### src/rtl/riscv_pkg.sv
`default_nettype none
// +----------------------------------------------------------------------+
// | riscv_pkg                                                            |
// | Shared constants and elaboration helpers for the riscv core.         |
// | Revision: 1.0                                                        |
// +----------------------------------------------------------------------+
package riscv_pkg;

    localparam int unsigned c_XLEN     = 32;
    localparam int unsigned c_ILEN     = 32;
    localparam logic [31:0] c_INST_NOP = 32'h0000_0013;

    // Ceiling log2 for parameter sizing; returns 0 for values 0 and 1.
    function automatic int unsigned clog2(input int unsigned value);
        int unsigned result;
        result = 0;
        for (int unsigned i = 0; i < 32; i++) begin
            if ((32'd1 << i) < value) begin
                result = i + 1;
            end
        end
        return result;
    endfunction

endpackage
`default_nettype wire

### src/rtl/riscv_fetch_unit_fetch_queue.sv
`default_nettype none
// +----------------------------------------------------------------------+
// | fetch_queue                                                          |
// | Circular {pc,data} buffer: alloc at tail, fill in order, pop at head.|
// | Revision: 1.0                                                        |
// +----------------------------------------------------------------------+
module fetch_queue
    import riscv_pkg::*;
#(
    parameter int unsigned XLEN  = c_XLEN,
    parameter int unsigned DEPTH = 4,
    localparam int unsigned AW   = clog2(DEPTH)
) (
    input  logic              clk,
    input  logic              rst,
    input  logic              i_flush,
    input  logic              i_alloc_en,
    input  logic [XLEN-1:0]   i_alloc_pc,
    input  logic              i_fill_en,
    input  logic [c_ILEN-1:0] i_fill_data,
    input  logic              i_pop_en,
    output logic [XLEN-1:0]   o_head_pc,
    output logic [c_ILEN-1:0] o_head_data,
    output logic [AW:0]       o_count,
    output logic [AW:0]       o_pending,
    output logic              o_valid
);

    logic [AW:0]         tail_q, tail_d;
    logic [AW:0]         fill_q, fill_d;
    logic [AW:0]         head_q, head_d;
    logic [XLEN-1:0]     pc_q   [DEPTH];
    logic [XLEN-1:0]     pc_d   [DEPTH];
    logic [c_ILEN-1:0]   data_q [DEPTH];
    logic [c_ILEN-1:0]   data_d [DEPTH];

    always_comb begin
        tail_d = tail_q;
        fill_d = fill_q;
        head_d = head_q;
        pc_d   = pc_q;
        data_d = data_q;
        if (i_flush) begin
            tail_d = '0;
            fill_d = '0;
            head_d = '0;
        end else begin
            if (i_alloc_en) begin
                pc_d[tail_q[AW-1:0]] = i_alloc_pc;
                tail_d               = tail_q + 1'b1;
            end
            if (i_fill_en) begin
                data_d[fill_q[AW-1:0]] = i_fill_data;
                fill_d                 = fill_q + 1'b1;
            end
            if (i_pop_en) begin
                head_d = head_q + 1'b1;
            end
        end
    end

    always_ff @(posedge clk or posedge rst) begin
        if (rst) begin
            tail_q <= '0;
            fill_q <= '0;
            head_q <= '0;
            for (int i = 0; i < DEPTH; i++) begin
                pc_q[i]   <= '0;
                data_q[i] <= '0;
            end
        end else begin
            tail_q <= tail_d;
            fill_q <= fill_d;
            head_q <= head_d;
            pc_q   <= pc_d;
            data_q <= data_d;
        end
    end

    // Extra pointer MSB distinguishes full from empty in the differences.
    assign o_head_pc   = pc_q[head_q[AW-1:0]];
    assign o_head_data = data_q[head_q[AW-1:0]];
    assign o_count     = tail_q - head_q;
    assign o_pending   = tail_q - fill_q;
    assign o_valid     = (head_q != fill_q);

endmodule
`default_nettype wire

### src/rtl/riscv_fetch_unit.sv
`default_nettype none
// +----------------------------------------------------------------------+
// | riscv_fetch_unit                                                     |
// | Instruction fetch front end: PC sequencing, imem requests, redirect. |
// | Revision: 1.0                                                        |
// +----------------------------------------------------------------------+
module riscv_fetch_unit
    import riscv_pkg::*;
#(
    parameter int unsigned       XLEN     = c_XLEN,
    parameter logic [XLEN-1:0]   RESET_PC = '0,
    parameter int unsigned       FQ_DEPTH = 4
) (
    input  logic              clk,
    input  logic              rst,
    input  logic              fetch_en,
    output logic              imem_req_valid,
    input  logic              imem_req_ready,
    output logic [XLEN-1:0]   imem_req_addr,
    input  logic              imem_rsp_valid,
    input  logic [c_ILEN-1:0] imem_rsp_data,
    input  logic              redirect_valid,
    input  logic [XLEN-1:0]   redirect_pc,
    output logic              inst_valid,
    input  logic              inst_ready,
    output logic [c_ILEN-1:0] inst_data,
    output logic [XLEN-1:0]   inst_pc,
    output logic              err_rsp
);

    localparam int unsigned   c_AW    = clog2(FQ_DEPTH);
    localparam logic [c_AW:0] c_DEPTH = (c_AW + 1)'(FQ_DEPTH);

    logic [XLEN-1:0] fetch_pc_q, fetch_pc_d;
    logic [c_AW:0]   drop_cnt_q, drop_cnt_d;
    logic            err_rsp_q,  err_rsp_d;

    logic [c_AW:0]   w_count;
    logic [c_AW:0]   w_pending;
    logic [c_AW:0]   w_squash;
    logic            w_q_valid;
    logic            w_req_fire;
    logic            w_fill;
    logic            w_pop;
    logic            w_unused_pc_lsbs;

    assign w_unused_pc_lsbs = ^redirect_pc[1:0];

    assign imem_req_valid = !rst && fetch_en && !redirect_valid && (w_count != c_DEPTH);
    assign imem_req_addr  = fetch_pc_q;
    assign w_req_fire     = imem_req_valid && imem_req_ready;
    assign inst_valid     = w_q_valid && !redirect_valid;
    assign w_pop          = inst_valid && inst_ready;
    assign err_rsp        = err_rsp_q;

    always_comb begin
        fetch_pc_d = fetch_pc_q;
        drop_cnt_d = drop_cnt_q;
        err_rsp_d  = err_rsp_q;
        w_fill     = 1'b0;
        // Responses still owed for squashed fetches, queued or in flight.
        w_squash   = drop_cnt_q + w_pending;
        if (redirect_valid) begin
            fetch_pc_d = {redirect_pc[XLEN-1:2], 2'b00};
            if (imem_rsp_valid) begin
                if (w_squash == '0) begin
                    err_rsp_d = 1'b1;
                end else begin
                    w_squash = w_squash - 1'b1;
                end
            end
            drop_cnt_d = w_squash;
        end else begin
            if (w_req_fire) begin
                fetch_pc_d = fetch_pc_q + XLEN'(4);
            end
            if (imem_rsp_valid) begin
                if (drop_cnt_q != '0) begin
                    drop_cnt_d = drop_cnt_q - 1'b1;
                end else if (w_pending != '0) begin
                    w_fill = 1'b1;
                end else begin
                    err_rsp_d = 1'b1;
                end
            end
        end
    end

    always_ff @(posedge clk or posedge rst) begin
        if (rst) begin
            fetch_pc_q <= RESET_PC;
            drop_cnt_q <= '0;
            err_rsp_q  <= 1'b0;
        end else begin
            fetch_pc_q <= fetch_pc_d;
            drop_cnt_q <= drop_cnt_d;
            err_rsp_q  <= err_rsp_d;
        end
    end

    fetch_queue #(
        .XLEN  (XLEN),
        .DEPTH (FQ_DEPTH)
    ) u_fetch_queue (
        .clk         (clk),
        .rst         (rst),
        .i_flush     (redirect_valid),
        .i_alloc_en  (w_req_fire),
        .i_alloc_pc  (fetch_pc_q),
        .i_fill_en   (w_fill),
        .i_fill_data (imem_rsp_data),
        .i_pop_en    (w_pop),
        .o_head_pc   (inst_pc),
        .o_head_data (inst_data),
        .o_count     (w_count),
        .o_pending   (w_pending),
        .o_valid     (w_q_valid)
    );

endmodule
`default_nettype wire
### config.mk
export PLATFORM = sky130hd
export DESIGN_NAME = riscv_fetch_unit
export DESIGN_NICKNAME = d
export VERILOG_FILES = /design/src/rtl/riscv_pkg.sv /design/src/rtl/riscv_fetch_unit_fetch_queue.sv /design/src/rtl/riscv_fetch_unit.sv
export SDC_FILE = /design/constraint.sdc
export NUM_CORES = 1
export LEC_CHECK = 0
export CAP_MARGIN = 20
export CORE_ASPECT_RATIO = 1.1
export CORE_MARGIN = 2
export CORE_UTILIZATION = 61
export DETAILED_ROUTE_END_ITERATION = 8
export PLACE_DENSITY = 0.87
export SETUP_SLACK_MARGIN = 0.4
export SYNTH_ARGS = -nofsm -noshare
export SYNTH_HDL_FRONTEND = slang
export SYNTH_SLANG_ARGS = --single-unit
### constraint.sdc
create_clock -name clk -period 20.8 [get_ports clk]
set_clock_uncertainty 0.05 [all_clocks]
set_input_delay 4.16 -clock clk [delete_from_list [all_inputs] [get_ports clk]]
set_output_delay 4.16 -clock clk [all_outputs]
set_load 0.03 [all_outputs]
* Word level (Yosys, flattened, before mapping)
Cells that the tools add are included.
** Word-level totals
- Register bits :: 301
- Input port bits :: 71
- Output and inout port bits :: 99
- Logic and storage cells :: 94
** Operators by class
- Add/subtract/negate cells :: 9
- $lt $le $gt $ge :: 5
- Equality and inequality tests :: 5
- Mux-type cells :: 35
- Bitwise gates (word level) :: 4
- Reductions and logical operators :: 22
** Operators by type and width (count)
- bitwise mux 128 bit :: 2
- 2-to-1 mux 32 bit :: 8
- binary-select mux 32 bit (select 2 bit) :: 2
- demux 32 bit (select 2 bit) :: 2
- 2-to-1 mux 3 bit :: 11
- adder 32 x 3 -> 32 bit (second input constant) :: 1
- 2-to-1 mux 1 bit :: 10
- nonzero test 2 bit :: 5
- adder 3 x 1 -> 3 bit (second input constant) :: 3
- greater-or-equal comparator 3 bit (second input constant) :: 3
- NOT 2 -> 3 bit :: 3
- logical AND 1 bit :: 8
- < comparator 3 x 1 -> 1 bit (second input constant) :: 2
- AND reduction 2 bit :: 3
- nonzero test 3 bit :: 2
- subtractor 3 x 1 -> 3 bit (second input constant) :: 2
- subtractor 3 bit :: 2
- inequality test 2 bit (second input constant) :: 2
- AND reduction 4 bit :: 1
- adder 3 bit :: 1
- zero test 3 bit :: 1
- inequality test 3 bit :: 1
- inequality test 3 bit (second input constant) :: 1
- zero test 1 bit :: 2
- 2 further kinds :: 2

* Longest topological paths before layout
- Depth in word-level cells :: 8
- Gate-level depth with buffers :: 13
- Depth with buffers taken out :: 13

* Cells and area by module
A second synthesis with hierarchy kept.
** Unflattened totals
- Cell total of the unflattened synthesis :: 949
- Area total of the unflattened synthesis :: 14307.5 µm²
** By module, submodules not included
- fetch_queue :: instances 1, cells an instance 685, area an instance 11995.3 µm², sequential area each 6631.4 µm²
- riscv_fetch_unit :: instances 1, cells an instance 264, area an instance 2312.2 µm², sequential area each 850.8 µm²

* Worst setup path after synthesis
Ideal clock, no wire load.
- Kind :: input-to-output
- From :: input port rst
- To :: output port imem_req_valid
- Arrival time :: 11.476 ns
- Data required time :: 16.590 ns
- Slack :: 5.114 ns
- Cell stages on the path :: 3
- Buffers on the path :: 0
- Cell sequence :: inv_1 o2111ai_1 inv_1
** On the way
- Longest elaborated chain between the ends :: 4
** RTL lines
- from (decl) :: RTL line riscv_fetch_unit.sv:15 : input logic rst,
- zero test 1 bit (no line)
- logical AND 1 bit (3 in a row) :: RTL line riscv_fetch_unit.sv:49 : assign imem_req_valid = !rst && fetch_en && !redirect_valid && (w_count != c_DEPTH);
- to (decl) :: RTL line riscv_fetch_unit.sv:17 : output logic imem_req_valid,
No other way between the ends.

* Worst setup path in the final report
- From :: input port redirect_valid
- To :: output port imem_req_valid
** On the way
- Longest elaborated chain between the ends :: 3
** RTL lines
- from (decl) :: RTL line riscv_fetch_unit.sv:22 : input logic redirect_valid,
- zero test 1 bit :: RTL line riscv_fetch_unit.sv:49
- logical AND 1 bit (2 in a row) :: RTL line riscv_fetch_unit.sv:49
No other way between the ends.

==> impl_metrics.json <==
{
  "outcome": "finished clean",
  "post-cts-setup-buffer-count": 0,
  "netlist-cell-type-count": 56,
  "worst_setup_path_end_kind": "output pin",
  "max-cap-violations": 0,
  "hpwlAfterDp_um": 18700,
  "first_global_vias": 9162,
  "finalHoldViolCount": 0,
  "final_cell_mix": "dfrtp_1 (289), clkdlybuf4s50_1 (162), mux2_4 (120), mux2_2 (118), mux4_2 (62)",
  "cp_max_fo": 56,
  "tritoncts.num_buffers": 30,
  "worst-setup-path-type": "in -> out",
  "cts.path.max_buffers": 3,
  "hold_buf_cts": 0,
  "num_io_pins": 170,
  "power_leakage_nw": 7.97,
  "slew-limit-headroom_pct": 30.1,
  "final_common_cell": "dfrtp_1",
  "critical_path_arrival_ps": 6470,
  "clock-root-buffer": "clkbuf_16",
  "hold_path_class": "reg -> reg",
  "track_usage_pct": 25.8,
  "mappedNetlistArea_um2": 14200,
  "synth_warn": 0,
  "firstDrtPassIters": 4,
  "ys_async_sr_fraction_pct": 100,
  "drc": 0,
  "ant_nets": 0,
  "wire_length_of_the_first_global_routing_pass_um": 49800,
  "first_iter_violations": 437,
  "detail_route.wl_per_cell_um": 21.8,
  "core_region_area_um2": 22900,
  "synth_seq_cells": 291,
  "routed-via-count": 8541,
  "placement_rows": 58,
  "place.port_buffers": 163,
  "clk_pin_slew_ps": 60,
  "effective_utilization_at_floorplan_pct": 62.2,
  "clock_tree.htree_level_count": 1,
  "die_area_um2": 24500,
  "avgViaCountPerCell": 6.05,
  "setup_violations": 0,
  "final_layout_size_suffix_gt1_share_pct": 34.0,
  "syn_area_per_cell_um2": 15.1,
  "setup.worst_path.start_class": "input port",
  "met1_length_um": 13200,
  "post-route-min-period_ps": 10680,
  "clock_sinks": 291,
  "wl_met2_um": 15100,
  "rsz0062_at_grt": "no",
  "fp.dieW_um": 150,
  "timing.critical_path.required_ps": 16590,
  "finalNetCount": 1180,
  "gr-total-overflow": 0,
  "fmax_mhz": 93.7,
  "floorplan.die.height_um": 164,
  "min_period_over_period_pct": 51.3,
  "num-fill-cells": 1433,
  "postRouteWirelength_um": 30800,
  "dr_wl_met3_um": 1790,
  "setup_tns_ps": 0,
  "grt_antenna_before_repair": 0,
  "timing.final.max_slew_violations": 0,
  "power.density_cell_area_nw_per_um2": 97.9,
  "place_ws_ps": 9950,
  "topRoutingLayerUsed": "met4",
  "totalPowerFinal_mw": 1.66,
  "number_of_enable_type_register_cells_in_the_synthesized_netlist": 0,
  "postCtsResizedCells": 0,
  "n_antenna_cell": 0,
  "clk_lat_worst_skew_ps": 560,
  "irDropWorstVdd_mv": 0.0851,
  "final.setup.worst_slack_ps": 10120,
  "synth-seq-area-share_pct": 51.3,
  "layout-area-overhead-vs-synth_pct": 19.6,
  "worst_max_slew_pin_slew_ps": 1040,
  "gpl.final_weighted_congestion": 0.806,
  "maximum_number_of_pins_on_one_net_before_global_route_repair": 151,
  "postSynth.topFlopCell": "dfrtp_1",
  "tritoncts": "yes",
  "syn-instance-count": 941
}
[path summary, 6_finish.rpt]
kind / from / endpoint / slack (ps) / cells after the start
worst max-delay path: redirect_valid / imem_req_valid / 10120 / 6
worst min-delay path: u_fetch_queue.pc_q[29] / u_fetch_queue.pc_q[29] / 430 / 2
worst max register to register: u_fetch_queue.head_q[0] / u_fetch_queue.pc_q[82] / 17190 / 8
worst min register to register: u_fetch_queue.pc_q[29] / u_fetch_queue.pc_q[29] / 430 / 2
max in group asynchronous: rst / u_fetch_queue.data_q[79] / 15200 / 4
min in group asynchronous: rst / u_fetch_queue.pc_q[44] / 3990 / 2
[metal layers]
metal,up-vias,track usage [%]
li1,3765,-
met1,4464,35.5
met2,262,43.2
met3,50,4.36
met4,0,6.88
met5,-,0
[cell families after synthesis]
family | count (synthesis) | synth area share [%]
other cells | 1 | 0.0264
simple gates | 133 | 5.01
buf+inv | 86 | 3.80
mux | 309 | 32.5
flops | 291 | 51.3
xor+xnor | 23 | 1.53
compound gates | 77 | 3.88
fa+ha+maj | 21 | 1.96
[sequential cells by signal, indices dropped and copies added, names as in the netlist]
register              cells
imem_req_addr            30
u_fetch_queue.data_q    128
u_fetch_queue.pc_q      120
u_fetch_queue.tail_q      3
u_fetch_queue.fill_q      3
err_rsp                   1
u_fetch_queue.head_q      3
drop_cnt_q                3
[where the power goes]
group | switching [mW] | internal (mW)
registers | 0.0485 | 0.628
clock network | 0.227 | 0.354
logic | 0.201 | 0.206
total | 0.476 | 1.19
[cell type report]
| class | instances | area [µm²] | share of cell area (%) |
|---|---|---|---|
| Sequential cell | 291 | 7290 | 42.9 |
| Inverter | 23 | 93.8 | 0.552 |
| Timing Repair Buffer | 175 | 1760 | 10.3 |
| Clock inverter | 11 | 170 | 1.00 |
| Tap cell | 300 | 375 | 2.21 |
| Multi-Input combinational cell | 567 | 6400 | 37.6 |
| Clock buffer | 44 | 915 | 5.38 |
[through the flow]
stage / cells / hold WS, ps / cell area, µm² / utilization (%)
final: 1411 / 432 / 17000 / 74.3
after global routing: 1411 / 449 / 17000 / 74.3
after CTS: 1409 / 435 / 16900 / 74.1
after detailed placement: 1354 / 421 / 15900 / 69.4
after global placement: 1354 / 411 / 15900 / 69.4
after floorplan: 944 / 395 / 14200 / -
[critical path: stages]
cell             delay [ps]
buf_2                    80
buf_4                   450
clkinv_1                690
o2111ai_1               370
inv_1                    80
clkdlybuf4s50_1         610
[Yosys cell counts, types with 11 or more instances]
master	instances	area (µm²)
dfrtp_1	291	7280
clkbuf_1	36	135
inv_1	22	82.6
buf_12	12	240
o311ai_0	11	96.3
nor2_1	18	67.6
mux2_4	120	1800
nand2_1	54	203
mux2_2	118	1330
o21ai_0	21	105
xor2_1	12	105
nand3_1	19	95.1
mux4_2	62	1400
ha_1	19	238
No activity file was read; power rests on OpenSTA's default activity.
